**src/rtl/rr_mux_arbiter_pkg.sv**
```systemverilog
// Package: rr_mux_arbiter_pkg
// Shared definitions for the round-robin mux arbiter:
//   ARB_IDLE / ARB_FULL  - output-register FSM state encodings
//   arb_num_req()        - number of requesters N for a given select width
package rr_mux_arbiter_pkg;

  localparam logic [0:0] ARB_IDLE = 1'b0;
  localparam logic [0:0] ARB_FULL = 1'b1;

  function automatic int unsigned arb_num_req(input int unsigned sel_w);
    return int'(1) << sel_w;
  endfunction

endpackage

```
**src/rtl/Mux.sv**
```systemverilog
// Module: Mux
// N:1 word multiplexer (N = 2**SELECT_WIDTH).
// Ports:
//   i_sel   - index of the word to pass through
//   i_data  - packed words, word i at [i*DATA_WIDTH +: DATA_WIDTH]
//   o_data  - selected word
module Mux
  import rr_mux_arbiter_pkg::*;
#(
  parameter int unsigned SELECT_WIDTH = 3,
  parameter int unsigned DATA_WIDTH   = 8,
  localparam int unsigned N           = arb_num_req(SELECT_WIDTH)
) (
  input  logic [SELECT_WIDTH-1:0] i_sel,
  input  logic [N*DATA_WIDTH-1:0] i_data,
  output logic [DATA_WIDTH-1:0]   o_data
);

  always_comb begin
    o_data = '0;
    for (int unsigned i = 0; i < N; i++) begin
      if (i_sel == SELECT_WIDTH'(i)) o_data = i_data[i*DATA_WIDTH +: DATA_WIDTH];
    end
  end

endmodule

```
**src/rtl/rr_mux_arbiter_picker.sv**
```systemverilog
// Module: rr_mux_arbiter_picker
// Combinational round-robin pick: first set request at or after index ptr+1, wrapping.
// Ports:
//   i_req     - request vector
//   i_ptr     - index of the last winner; search starts just above it
//   o_winner  - winning index (valid only when o_any)
//   o_any     - at least one request is pending
module rr_mux_arbiter_picker
  import rr_mux_arbiter_pkg::*;
#(
  parameter int unsigned SELECT_WIDTH = 3,
  localparam int unsigned N           = arb_num_req(SELECT_WIDTH)
) (
  input  logic [N-1:0]            i_req,
  input  logic [SELECT_WIDTH-1:0] i_ptr,
  output logic [SELECT_WIDTH-1:0] o_winner,
  output logic                    o_any
);

  logic [SELECT_WIDTH:0]   w_shift;
  logic [N-1:0]            w_rot;
  logic [SELECT_WIDTH-1:0] w_offset;

  // Shift amount ptr+1 may equal N (ptr = N-1), which leaves req unrotated.
  assign w_shift = {1'b0, i_ptr} + (SELECT_WIDTH+1)'(1);

  always_comb begin
    // Bit 0 of the rotated vector corresponds to requester ptr+1.
    w_rot    = N'({i_req, i_req} >> w_shift);
    w_offset = '0;
    for (int i = N - 1; i >= 0; i--) begin
      if (w_rot[i]) w_offset = SELECT_WIDTH'(i);
    end
  end

  // Modulo-N wrap falls out of the SELECT_WIDTH-bit addition.
  assign o_winner = i_ptr + SELECT_WIDTH'(1) + w_offset;
  assign o_any    = |i_req;

endmodule

```
**src/rtl/rr_mux_arbiter.sv**
```systemverilog
// Module: rr_mux_arbiter
// Round-robin arbiter sharing one DATA_WIDTH datapath among N = 2**SELECT_WIDTH requesters.
// The chosen word is registered and offered downstream on a valid/ready handshake.
// Ports:
//   clk, rst_n  - rising-edge clock, asynchronous active-low reset
//   req, datas  - per-requester pending flag and word (word i at [i*DATA_WIDTH +: DATA_WIDTH])
//   lock        - (ARB_LOCK_EN only) lock[i]=1 asks to keep the grant for the next capture
//   gnt         - one-hot, combinational; high in the cycle requester i's word is captured
//   out_valid, out_ready, out_data, out_sel - downstream handshake, registered word and source
// Configuration: define ARB_LOCK_EN to add the lock port and burst ownership.
module rr_mux_arbiter
  import rr_mux_arbiter_pkg::*;
#(
  parameter int unsigned SELECT_WIDTH = 3,
  parameter int unsigned DATA_WIDTH   = 8,
  localparam int unsigned N           = arb_num_req(SELECT_WIDTH)
) (
  input  logic                    clk,
  input  logic                    rst_n,
  input  logic [N-1:0]            req,
  input  logic [N*DATA_WIDTH-1:0] datas,
`ifdef ARB_LOCK_EN
  input  logic [N-1:0]            lock,
`endif
  output logic [N-1:0]            gnt,
  output logic                    out_valid,
  input  logic                    out_ready,
  output logic [DATA_WIDTH-1:0]   out_data,
  output logic [SELECT_WIDTH-1:0] out_sel
);

  logic [0:0]              r_state;
  logic [SELECT_WIDTH-1:0] r_ptr;
  logic [SELECT_WIDTH-1:0] r_sel;
  logic [DATA_WIDTH-1:0]   r_data;

  logic [SELECT_WIDTH-1:0] w_pick_winner;
  logic [SELECT_WIDTH-1:0] w_winner;
  logic                    w_any;
  logic                    w_cap;
  logic                    w_fire;
  logic [DATA_WIDTH-1:0]   w_mux_data;

  rr_mux_arbiter_picker #(
    .SELECT_WIDTH(SELECT_WIDTH)
  ) u_picker (
    .i_req   (req),
    .i_ptr   (r_ptr),
    .o_winner(w_pick_winner),
    .o_any   (w_any)
  );

`ifdef ARB_LOCK_EN
  logic r_lock_hold;

  // A held lock overrides rotation only while its owner keeps requesting.
  assign w_winner = (r_lock_hold & req[r_ptr]) ? r_ptr : w_pick_winner;
`else
  assign w_winner = w_pick_winner;
`endif

  Mux #(
    .SELECT_WIDTH(SELECT_WIDTH),
    .DATA_WIDTH  (DATA_WIDTH)
  ) u_mux (
    .i_sel (w_winner),
    .i_data(datas),
    .o_data(w_mux_data)
  );

  assign w_cap  = (r_state == ARB_IDLE) | ((r_state == ARB_FULL) & out_ready);
  // Gated by rst_n so no grant is shown while reset is held.
  assign w_fire = rst_n & w_cap & w_any;

  always_comb begin
    gnt = '0;
    if (w_fire) gnt[w_winner] = 1'b1;
  end

  always_ff @(posedge clk or negedge rst_n) begin
    if (!rst_n) begin
      r_state <= ARB_IDLE;
      r_ptr   <= '1;
      r_sel   <= '0;
      r_data  <= '0;
`ifdef ARB_LOCK_EN
      r_lock_hold <= 1'b0;
`endif
    end else if (w_cap) begin
      if (w_any) begin
        r_state <= ARB_FULL;
        r_ptr   <= w_winner;
        r_sel   <= w_winner;
        r_data  <= w_mux_data;
`ifdef ARB_LOCK_EN
        r_lock_hold <= lock[w_winner];
`endif
      end else begin
        // Drain: word consumed and nothing new; data/sel keep their last values.
        r_state <= ARB_IDLE;
      end
    end
  end

  assign out_valid = (r_state == ARB_FULL);
  assign out_data  = r_data;
  assign out_sel   = r_sel;

endmodule

```
**config.mk**
```make
export PLATFORM = sky130hd
export DESIGN_NAME = rr_mux_arbiter
export DESIGN_NICKNAME = d
export VERILOG_FILES = /design/src/rtl/rr_mux_arbiter_pkg.sv /design/src/rtl/Mux.sv /design/src/rtl/rr_mux_arbiter_picker.sv /design/src/rtl/rr_mux_arbiter.sv
export SDC_FILE = /design/constraint.sdc
export NUM_CORES = 1
export LEC_CHECK = 0
export BUFFER_PORTS_ARGS = -buffer_cell sky130_fd_sc_hd__buf_2
export CELL_PAD_IN_SITES_DETAIL_PLACEMENT = 1
export CELL_PAD_IN_SITES_GLOBAL_PLACEMENT = 1
export CORE_ASPECT_RATIO = 1.2
export CORE_MARGIN = 5
export CORE_UTILIZATION = 34
export CTS_CLUSTER_DIAMETER = 50
export DETAILED_ROUTE_END_ITERATION = 8
export GPL_ROUTABILITY_DRIVEN = 0
export PLACE_DENSITY = 0.87
export SLEW_MARGIN = 15
export SYNTH_ARGS = -nofsm -noshare
export SYNTH_HDL_FRONTEND = slang
export SYNTH_SLANG_ARGS = --single-unit
```
**constraint.sdc**
```tcl
create_clock -name clk -period 8.2 [get_ports clk]
set_input_delay 0.82 -clock clk [delete_from_list [all_inputs] [get_ports clk]]
set_output_delay 0.82 -clock clk [all_outputs]
set_load 0.02 [all_outputs]
```
Word-level counts from Yosys, hierarchy flattened --
Cells that the tools add are included.
Word-level totals: register bits after elaboration 15
Cells by class: add/sub/neg operators 3, magnitude comparators 2, eq/ne operators 7, shifts and indexed selects 1, multiplexer cells 20, bitwise operators 5, reductions and logical operators 4
Operator list (count):
- 8-bit 2-to-1 mux | 9
- 3-bit 2-to-1 mux | 8
- 16-bit by 4-bit right shift with 8-bit output | 1
- 3-bit == test (second input constant) | 4
- 8-bit OR reduction | 1
- 3-bit by 2-bit == test with 1-bit output (second input constant) | 2
- 3-bit by 1-bit adder with 4-bit output (second input constant) | 1
- 3-bit by 4-bit < comparator with 1-bit output (second input constant) | 1
- 3-bit by 1-bit adder with 3-bit output (second input constant) | 1
- 3-bit adder | 1
- 1-bit AND | 3
- 1-bit demux with 3-bit select | 1
- 3-bit by 1-bit == test with 1-bit output (second input constant) | 1
- 3-bit by 1-bit >= comparator with 1-bit output (second input constant) | 1
- 3-bit zero test | 1
- 1-bit 2-to-1 mux | 2
- 2-bit AND reduction | 1
- 1-bit logical AND | 1
- 1-bit inverter | 1
- 1-bit bitwise OR | 1

Depth between registers and ports, before layout --
Gate-level depths: netlist of run 1.
word-level depth 20, depth in mapped cells 17, mapped depth without buffers 14

Modules after synthesis --
A second synthesis of run 1 with hierarchy kept.
Unflattened totals: cells, all modules 122, area total of the unflattened synthesis 1705.4 sq um
By module, submodules not included:
- rr_mux_arbiter | instances 1, cells each 47, area an instance 664.4 sq um
- Mux | instances 1, cells each 29, area an instance 550.5 sq um
- rr_mux_arbiter_picker | instances 1, cells each 46, area an instance 490.5 sq um

Worst setup path before layout of run 1 --
OpenSTA, ideal clock, no wires.
kind input-to-output, from input port req[5], to output port gnt[2], arrival 3978 ps, data required time 7380 ps, setup slack 3402 ps, stages on the path 14, buffers on the path 3, path through mux2_2 > a311o_1 > a22o_1 > a221oi_1 > nor2_1 > o32ai_1 > ha_1 > inv_1 > fa_1 > clkbuf_1 > buf_2 > clkbuf_1 > nand4_1 > nor2_1
On the way: cells in the longest elaborated chain, start to end 15, elaborated cells between the ends (all ways) 18
Ends and longest elaborated chain:
- start, declared | line rr_mux_arbiter.sv:20 | input logic [N-1:0] req,
- 16-bit by 4-bit right shift with 8-bit output * | line rr_mux_arbiter_picker.sv:29 | w_rot = N'({i_req, i_req} >> w_shift);
- 3-bit 2-to-1 mux (7 in series) | line rr_mux_arbiter_picker.sv:32 | if (w_rot[i]) w_offset = SELECT_WIDTH'(i);
- 3-bit 2-to-1 mux * | line rr_mux_arbiter_picker.sv:32
- 3-bit adder * | line rr_mux_arbiter_picker.sv:37 | assign o_winner = i_ptr + SELECT_WIDTH'(1) + w_offset;
- via u_mux.i_sel[1] | line Mux.sv:14 | input logic [SELECT_WIDTH-1:0] i_sel,
- 3-bit by 4-bit < comparator with 1-bit output (not written as such) or 3-bit by 1-bit >= comparator with 1-bit output (tied branches) | line rr_mux_arbiter.sv:77 | if (w_fire) gnt[w_winner] = 1'b1;
- 1-bit logical AND (not written as such) | line rr_mux_arbiter.sv:77
- 1-bit 2-to-1 mux (not written as such) | line rr_mux_arbiter.sv:77
- 1-bit demux with 3-bit select * | line rr_mux_arbiter.sv:77
- 8-bit 2-to-1 mux * | line rr_mux_arbiter.sv:77
- end, declared | line rr_mux_arbiter.sv:25 | output logic [N-1:0] gnt,
Mark *: on every way through the listed nets, which the timed path passes. The rest lies on a longest branch.

Worst setup path after layout of run 1 --
from register r_ptr[0], to output port gnt[5]
On the way: cells in the longest elaborated chain, start to end 16, elaborated cells between the ends (all ways) 18
Ends and longest elaborated chain:
- start, declared | line rr_mux_arbiter.sv:33 | logic [SELECT_WIDTH-1:0] r_ptr;
- start signal, assigned | line rr_mux_arbiter.sv:92 | r_ptr <= w_winner;
- 3-bit by 1-bit adder with 4-bit output | line rr_mux_arbiter_picker.sv:25 | assign w_shift = {1'b0, i_ptr} + (SELECT_WIDTH+1)'(1);
- 16-bit by 4-bit right shift with 8-bit output | line rr_mux_arbiter_picker.sv:29
- 3-bit 2-to-1 mux (8 in series) | line rr_mux_arbiter_picker.sv:32
- 3-bit adder * | line rr_mux_arbiter_picker.sv:37
- 3-bit by 4-bit < comparator with 1-bit output (not written as such) or 3-bit by 1-bit >= comparator with 1-bit output (tied branches) | line rr_mux_arbiter.sv:77
- 1-bit logical AND (not written as such) | line rr_mux_arbiter.sv:77
- 1-bit 2-to-1 mux (not written as such) | line rr_mux_arbiter.sv:77
- 1-bit demux with 3-bit select * | line rr_mux_arbiter.sv:77
- 8-bit 2-to-1 mux * | line rr_mux_arbiter.sv:77
Every way passes the cells marked *; elsewhere a longest branch is shown, timed or not.

==> impl_metrics.json, run 1 <==
{
  "antenna_left": 0,
  "cts_hold_buf": 0,
  "finalCritPeriodShare": 0.6132,
  "startpoint_type": "register",
  "syn_inst": 204,
  "via_per_inst": 5.669,
  "path_cells": "mux2_2, a311o_1, a22o_1, a221oi_1, nor2_1, o32ai_1, ha_1, inv_1, fa_1, xor2_1, a21oi_1, nor2_1, nor3_1, buf_2",
  "tns_ns": 0,
  "syn_area_mm2": 0.001747,
  "avgSynthCellArea_um2": 8.562,
  "synth.distinct_cells": 46,
  "grt_max_degree": 26,
  "chipWidth_um": 75.43,
  "dp.cells": 343,
  "core_mm2": 0.004975,
  "crit_top_cell": "nor2_1",
  "synthTopCellsByArea": "dfrtp_1 17%, mux4_2 17%, dfstp_2 4.5%",
  "first_iter_violations": 69,
  "dieArea_mm2": 0.006677,
  "async_flop_share": 1.000,
  "status": "completed",
  "ys_warn_count": 0,
  "drv_cap": 0,
  "setup_viol": 0,
  "clock.fmax_ghz": 0.1989,
  "grt_first_pass_wirelength_um": 9811,
  "postCtsSetupRepairBufs": 0,
  "ys.flop_type": "dfrtp_1",
  "crit_type": "reg2out",
  "reg2reg_slack_ns": 4.07,
  "p_per_area_mw_per_mm2": 554.3,
  "synth_top_area_cell": "dfrtp_1",
  "period_minus_slack_ns": 5.028,
  "ios": 95,
  "syn_nets": 281,
  "cp_slowest_cell": "dfstp_2",
  "cts_sinks": 15,
  "finalNonFillerCells": 347,
  "area_delta_synth_final_pct": 29.66,
  "layout_common_cells": "94 x buf_2, 20 x nor2_1, 19 x nand2_1, 14 x o21ai_0, 13 x mux4_2",
  "cp_top_family": "compound AO/OA/AOI/OAI gates",
  "synth_seq_area_share": 0.2170,
  "relSlewSlack": 0.3520,
  "drive_gt1_frac": 0.4251,
  "clkTransAtPathRegs_ns": 0.06,
  "vias": 1967,
  "globalRouteTotalUtil": 0.1878,
  "grt_pass1_vias": 2116,
  "crit_arrival_ns": 4.21,
  "setup_ws_ns": 3.172,
  "irDropWorstVdd_uv": 352.7,
  "path_depth": 14,
  "antenna_found_initial": 0,
  "final_util": 0.4552,
  "cts_tree": "yes",
  "clock_latency_ns": 0.25,
  "total_power_mw": 1.255,
  "worst_ep_required_time_ns": 7.38,
  "r2r_cells": 13,
  "rsz0062_at_grt": "false",
  "ctsRootBufferMaster": "clkbuf_8",
  "numCtsBuffers": 3,
  "fill_cells": 631,
  "pre_cts_slack_ns": 3.353,
  "endpoint_kind": "output pin",
  "rows": 28,
  "synth_top_cell_area_share": 0.1719,
  "cts_max_path_buffers": 2,
  "wirelength_um": 6057,
  "r2r-start": "r_ptr[0]",
  "diodes": 0,
  "hpwl_um": 5082,
  "synth-seq-cells": 15,
  "tightest_slew_ns": 0.9720,
  "post-route-drc-count": 0,
  "die_h_um": 88.52,
  "synth_edf_count": 0,
  "cp-endpoint": "gnt[5]",
  "wire_per_inst_um": 17.46,
  "hold_class": "reg2reg",
  "maxSlewViolCount": 0,
  "p_leak_nw": 1.008,
  "hold_violations": 0,
  "crit_buf_inv": 2,
  "reg2reg_to": "out_data[1]",
  "drt_first_pass_iters": 4,
  "hold_depth": 2,
  "nets": 365,
  "cts_resized": 0,
  "grt-ovfl-total": 0,
  "initial_core_util": 0.3511,
  "h-tree-depth": 1,
  "skew_ns": 0.002495,
  "io_buffers": 94,
  "critPathMaxFanout": 22,
  "cp-startpoint": "r_ptr[0]",
  "slowest_delay_ns": 0.77,
  "final_common_cell": "buf_2"
}
==> synth_stat cells, drive strengths merged, types with 4 or more instances <==
cell and instances:
a2111o 4, a21o 4, a21oi 10, a31oi 8
buf 4, clkbuf 13, dfrtp 12, inv 4
mux2i 7, mux4 13, nand2 20, nand3 12
nand3b 5, nand4 8, nor2 20, nor2b 5
nor3 10, o21ai 15
==> cell type report <==
cell class	count	area, um2	share of cell area
Multi-Input combinational cell	168	1265	0.5586
Sequential cell	15	379.1	0.1674
Timing Repair Buffer	96	485.5	0.2144
Clock buffer	4	45.04	0.01989
Tap cell	60	75.07	0.03315
Inverter	4	15.01	0.006630
==> layer usage <==
metal / share of wire / vias up / GRT usage
li1: - / 954 / -
met1: 0.39 / 930 / 0.2169
met2: 0.52 / 77 / 0.3504
met3: 0.075 / 6 / 0.03977
met4: 0.0094 / 0 / 0.03816
met5: 0 / - / 0
==> metrics by stage <==
stage	instance area, um2	hold WS, ns
after floorplan	1747	0.5244
after global placement	2220	0.4588
after detailed placement	2220	0.4753
after CTS	2265	0.4899
after global routing	2265	0.5179
final	2265	0.4848
==> kinds of logic after synthesis <==
family,after synthesis,synth area share
buf+inv,21,0.05873
mux,21,0.2142
compound gates,56,0.2235
simple gates,87,0.2579
xor+xnor,2,0.01003
flops,15,0.2171
fa+ha+maj,2,0.01862
==> flip-flops by register name, summed over array words and instances (netlist names) <==
register	flops
out_sel	3
out_data	8
r_ptr	3
out_valid	1
==> tightest hold or removal path, cell delays in order (launching register included) <==
cell and delay, ns:
dfrtp_1 0.34, nand2_1 0.05, o21ai_0 0.06
==> where the power goes <==
group          switching [mW]  internal [mW]  total [mW]
clock network          0.0273         0.0345      0.0618
registers              0.0568          0.121       0.178
logic                   0.554          0.462        1.02
total                   0.638          0.617        1.26
==> worst min path at each step <==
stage | startpoint | endpoint | slack (ns)
6_report | out_sel[0] | out_sel[0] | 0.48
5_1_grt | rst_n | out_data[5] | 0.52
4_1_cts | out_sel[0] | out_sel[0] | 0.49
3_5_place_dp | out_sel[0] | out_sel[0] | 0.48
3_3_place_gp | out_sel[0] | out_sel[0] | 0.46
2_1_floorplan | rst_n | out_data[0] | 0.52
(Power assumes the default switching activity.)
==> inputs of run 2 (changes only) <==
- CORE_UTILIZATION: 34 -> 32
- PLACE_DENSITY: 0.87 -> 0.83
- clock period: 8.2 -> 4.75 ns (I/O delays scaled with it)
==> run 2 against run 1 <==
Effect of this change:
- sequential power grew 73%
- core utilization shrank 2.1 points
- register-to-register slack lost 3.3 ns
- combinational power grew 84%
- clock skew grew 0.0069 ns
- non-clock buffer count grew 1
- routed wire length grew 7.0%
- first-iteration DRC count grew 2.9%
- design area grew 1.5%
- critical path depth is the same
- final cell count grew 0.86%
- clock-buffer cell count shrank 1
==> impl_metrics.json, run 2 (same netlist as run 1, synthesis figures left out) <==
{
  "cts_max_path_buffers": 2,
  "rsz0062_at_grt": "false",
  "h-tree-depth": 1,
  "worst_ep_required_time_ns": 4.28,
  "grt_pass1_vias": 2294,
  "clock.fmax_ghz": 0.2233,
  "p_per_area_mw_per_mm2": 997.7,
  "maxSlewViolCount": 0,
  "diodes": 0,
  "layout_common_cells": "94 x buf_2, 19 x nor2_1, 19 x nand2_1, 14 x o21ai_0, 13 x mux4_2",
  "tightest_slew_ns": 0.5237,
  "first_iter_violations": 71,
  "drive_gt1_frac": 0.4375,
  "p_leak_nw": 1.021,
  "final_util": 0.4339,
  "period_minus_slack_ns": 4.478,
  "clkTransAtPathRegs_ns": 0.07,
  "total_power_mw": 2.293,
  "seqPwrFrac": 0.134,
  "die_h_um": 90.93,
  "cts_sinks": 15,
  "vias": 2041,
  "antenna_left": 0,
  "final_common_cell": "buf_2",
  "antenna_found_initial": 0,
  "globalRouteTotalUtil": 0.1821,
  "finalHoldWorstSlack_ns": 0.1491,
  "post-route-drc-count": 0,
  "drv_cap": 0,
  "crit_arrival_ns": 4.00,
  "setup_viol": 0,
  "dieArea_mm2": 0.007042,
  "hold_violations": 0,
  "critPathMaxFanout": 22,
  "postCtsSetupRepairBufs": 0,
  "io_buffers": 94,
  "crit_type": "reg2out",
  "wire_per_inst_um": 18.51,
  "cp-startpoint": "r_ptr[0]",
  "path_cells": "mux2_2, a311o_1, a22o_1, a221oi_1, nor2_1, o32ai_1, ha_1, inv_1, fa_1, xnor2_1, nor3_2, nor2_2, nor3_1, buf_2",
  "status": "completed",
  "tns_ns": 0,
  "finalNonFillerCells": 350,
  "combPwrFrac": 0.818,
  "irDropWorstVdd_uv": 643.6,
  "skew_ns": 0.009418,
  "numCtsBuffers": 3,
  "rows": 29,
  "via_per_inst": 5.831,
  "relSlewSlack": 0.6509,
  "pre_cts_slack_ns": 0.4257,
  "clock_latency_ns": 0.26,
  "dp.cells": 346,
  "largest_reg_flops": 8,
  "initial_core_util": 0.3297,
  "grt_first_pass_wirelength_um": 10570,
  "startpoint_type": "register",
  "hpwl_um": 5362,
  "finalCritPeriodShare": 0.9427,
  "grt_max_degree": 25,
  "setup_ws_ns": 0.2719,
  "power.share.switching": 0.5070,
  "fin_area_mm2": 0.002298,
  "cp_slowest_cell": "dfstp_4",
  "r2r-start": "r_ptr[0]",
  "nets": 366,
  "grt-ovfl-total": 0,
  "core_mm2": 0.005298,
  "reg2reg_slack_ns": 0.80,
  "intPower_mw": 1.131,
  "hold_class": "in2async",
  "placed_cell_area_mm2": 0.002242,
  "wirelength_um": 6478,
  "cts_tree": "yes",
  "drt_first_pass_iters": 4,
  "ctsRootBufferMaster": "clkbuf_8",
  "ios": 95,
  "pwr-share-clk": 0.048,
  "power_switching_mw": 1.163,
  "area_delta_synth_final_pct": 31.59,
  "endpoint_kind": "output pin",
  "chipWidth_um": 77.45,
  "slowest_delay_ns": 0.74
}
run 2: cell count changes in the layout (fill, tap and decap cells not counted):
| cell | delta |
|---|---|
| a21oi_2 | +1 |
| clkinv_2 | +1 |
| dfstp_4 | +1 |
| buf_12 | +1 |
| a21oi_1 | -1 |
| clkbuf_1 | -1 |
| nor2_1 | -1 |
| dfstp_2 | -1 |
| nor2_2 | +1 |
run 2: final timing paths:
| check | cells past startpoint | to |
|---|---|---|
| min | 1 | out_data[3] |
| min in group clk | 2 | out_sel[1] |
| min reg2reg | 2 | out_sel[1] |
| max reg2reg | 13 | out_data[4] |
| max | 14 | gnt[4] |
| max in group asynchronous | 1 | r_ptr[2] |
run 2: timing repair:
item                                    4_1_cts  5_1_grt
hold buffers                                  0        0
endpoints found under the setup margin        0        4
resized for setup                             0        3
run 2: area by class of cell:
class,count,area [um2]
clock buffer,3,41.29
clock inverter,1,5.005
fill,682,2999
inverter,4,15.01
multi-input combinational,168,1271
sequential,15,382.9
tap,62,77.57
timing repair buffer,97,505.5
run 2: power by group through the flow:
stage	Clock, mW	Sequential [mW]	Combinational [mW]
floorplan	0	0.305	1.42
global route	0.118	0.322	2.01
detailed placement	0	0.304	1.86
global placement	0	0.299	1.81
CTS	0.110	0.302	1.87
finish	0.109	0.308	1.88
run 2: layer usage:
metal,vias up,global-route usage,part of all wire,routed length (um)
met3,19,0.04455,0.079,509
li1,957,-,-,-
met2,90,0.3441,0.50,3268
met4,0,0.07307,0.034,223
met1,975,0.1882,0.38,2476
met5,-,0,0,0
run 2: critical path: cells and delay by family (launching register included):
family | cells | cell delay (ns)
XOR/XNOR | 1 | 0.21
buffers and inverters | 2 | 0.25
multiplexers | 1 | 0.39
AND/OR/NAND/NOR | 4 | 0.71
adder cells (fa/ha/maj) | 2 | 0.61
AO/OA/AOI/OAI | 4 | 0.84
flip-flops | 1 | 0.74
==> inputs of run 3 (changes only) <==
- clock period: 4.75 -> 4.7 ns (I/O delays scaled with it)
==> run 3 against run 2 <==
Effect of this change:
- via count is 0.98% lower
- non-clock buffer count is 2 higher
- sequential power is 4% lower
- clock skew is 0.0021 ns lower
- global-route usage is 1.0 points lower
- register-to-register slack worse by 0.07 ns
- design area is 0.11% higher
- core utilization hardly changed
- combinational power is 2% lower
- power is 2.0% lower
==> impl_metrics.json, run 3 (same netlist as run 1, synthesis figures left out) <==
{
  "worst_ep_required_time_ns": 4.23,
  "ios": 95,
  "final_common_cell": "buf_2",
  "grt_max_degree": 25,
  "antenna_found_initial": 0,
  "die_h_um": 90.93,
  "largest_reg_flops": 8,
  "p_per_area_mw_per_mm2": 976.6,
  "intPower_mw": 1.111,
  "critPathMaxFanout": 12,
  "power_switching_mw": 1.137,
  "rows": 29,
  "grt-ovfl-total": 0,
  "cts_sinks": 15,
  "period_minus_slack_ns": 4.382,
  "io_buffers": 94,
  "status": "completed",
  "hold_violations": 0,
  "chipWidth_um": 77.45,
  "pre_cts_slack_ns": 0.4294,
  "layout_common_cells": "94 x buf_2, 19 x nor2_1, 19 x nand2_1, 14 x o21ai_0, 13 x mux4_2",
  "final_util": 0.4343,
  "rsz0062_at_grt": "false",
  "dieArea_mm2": 0.007042,
  "drv_cap": 0,
  "post-route-drc-count": 0,
  "first_iter_violations": 82,
  "drive_gt1_frac": 0.4414,
  "met2WireLength_um": 3193,
  "diodes": 0,
  "maxSlewViolCount": 0,
  "tightest_slew_ns": 0.5002,
  "via_per_inst": 5.741,
  "ctsRootBufferMaster": "clkbuf_8",
  "vias": 2021,
  "antenna_left": 0,
  "total_power_mw": 2.247,
  "cts_max_path_buffers": 2,
  "globalRouteTotalUtil": 0.1718,
  "relSlewSlack": 0.6665,
  "pwr-share-clk": 0.048,
  "power.share.switching": 0.5058,
  "crit_arrival_ns": 3.91,
  "p_leak_nw": 1.024,
  "area_delta_synth_final_pct": 31.73,
  "combPwrFrac": 0.819,
  "startpoint_type": "register",
  "setup_viol": 0,
  "nets": 368,
  "crit_type": "reg2out",
  "finalCritPeriodShare": 0.9323,
  "routed.top_layer": "met4",
  "grt_first_pass_wirelength_um": 9949,
  "skew_ns": 0.007297,
  "setup_ws_ns": 0.3180,
  "clock_latency_ns": 0.26,
  "wire_per_inst_um": 17.70,
  "wl_met1_um": 2350,
  "initial_core_util": 0.3297,
  "tns_ns": 0,
  "numCtsBuffers": 3,
  "wl_met3_um": 579,
  "core_mm2": 0.005298,
  "cts_tree": "yes",
  "h-tree-depth": 1,
  "drt_first_pass_iters": 4,
  "clkTransAtPathRegs_ns": 0.07,
  "seqPwrFrac": 0.132,
  "hpwl_um": 5038,
  "hold_class": "in2async",
  "grt_pass1_vias": 2186,
  "wirelength_um": 6230,
  "clock.fmax_ghz": 0.2282,
  "endpoint_kind": "output pin",
  "irDropWorstVdd_uv": 562.8
}
-- run 3: cell types whose count changed in the layout (fill, tap and decap cells not counted) --
cell	change
buf_4	+3
buf_12	-1
-- run 3: metal layers --
| layer | vias up | GRT usage |
|---|---|---|
| li1 | 958 | - |
| met1 | 966 | 0.1805 |
| met2 | 89 | 0.3139 |
| met3 | 8 | 0.05941 |
| met4 | 0 | 0.05874 |
| met5 | - | 0 |
-- run 3: through the flow --
step / cell area (um2) / hold WS [ns] / cells
after global placement: 2230 / 0.4265 / 346
after CTS: 2276 / 0.1522 / 350
after floorplan: 1747 / 0.1744 / 204
after global routing: 2301 / 0.1722 / 352
after detailed placement: 2230 / 0.4293 / 346
final: 2301 / 0.1410 / 352
-- run 3: path summary, 6_finish.rpt --
kind	from	endpoint	slack (ns)	depth (start not counted)
min in group clk	out_sel[0]	out_sel[0]	0.48	2
min	rst_n	out_sel[1]	0.14	1
min reg2reg	out_sel[0]	out_sel[0]	0.48	2
max reg2reg	r_ptr[0]	out_data[4]	0.73	13
max in group asynchronous	rst_n	r_ptr[2]	4.22	1
max	r_ptr[0]	gnt[4]	0.32	14
-- run 3: layout make-up --
type                       count  area (um2)
clock buffer                   3       41.29
clock inverter                 1       5.005
fill                         672        2997
inverter                       4       15.01
multi-input combinational    168        1271
sequential                    15       382.9
tap                           62       77.57
timing repair buffer          99       508.0
-- run 3: power groups by stage --
stage / logic [mW] / registers (mW) / clock network, mW
finish: 1.84 / 0.297 / 0.109
global route: 1.99 / 0.310 / 0.114
CTS: 1.80 / 0.303 / 0.110
detailed placement: 1.79 / 0.305 / 0
global placement: 1.77 / 0.302 / 0
floorplan: 1.44 / 0.308 / 0
-- run 3: what timing repair did --
action,in CTS,in global routing
setup buffers,0,2
hold buffers,0,0
gates resized for setup,0,3
setup endpoints to repair,0,6
hold endpoints to repair,0,0
-- run 3: critical path, stage by stage, from the launching register on --
cell and delay, ns:
dfstp_4 0.69, mux2_2 0.38, a311o_1 0.27, a22o_1 0.18
a221oi_1 0.25, nor2_1 0.07, o32ai_1 0.13, ha_1 0.19
inv_1 0.05, fa_1 0.41, xnor2_1 0.21, nor3_2 0.32
nor2_2 0.13, nor3_1 0.18, buf_2 0.19
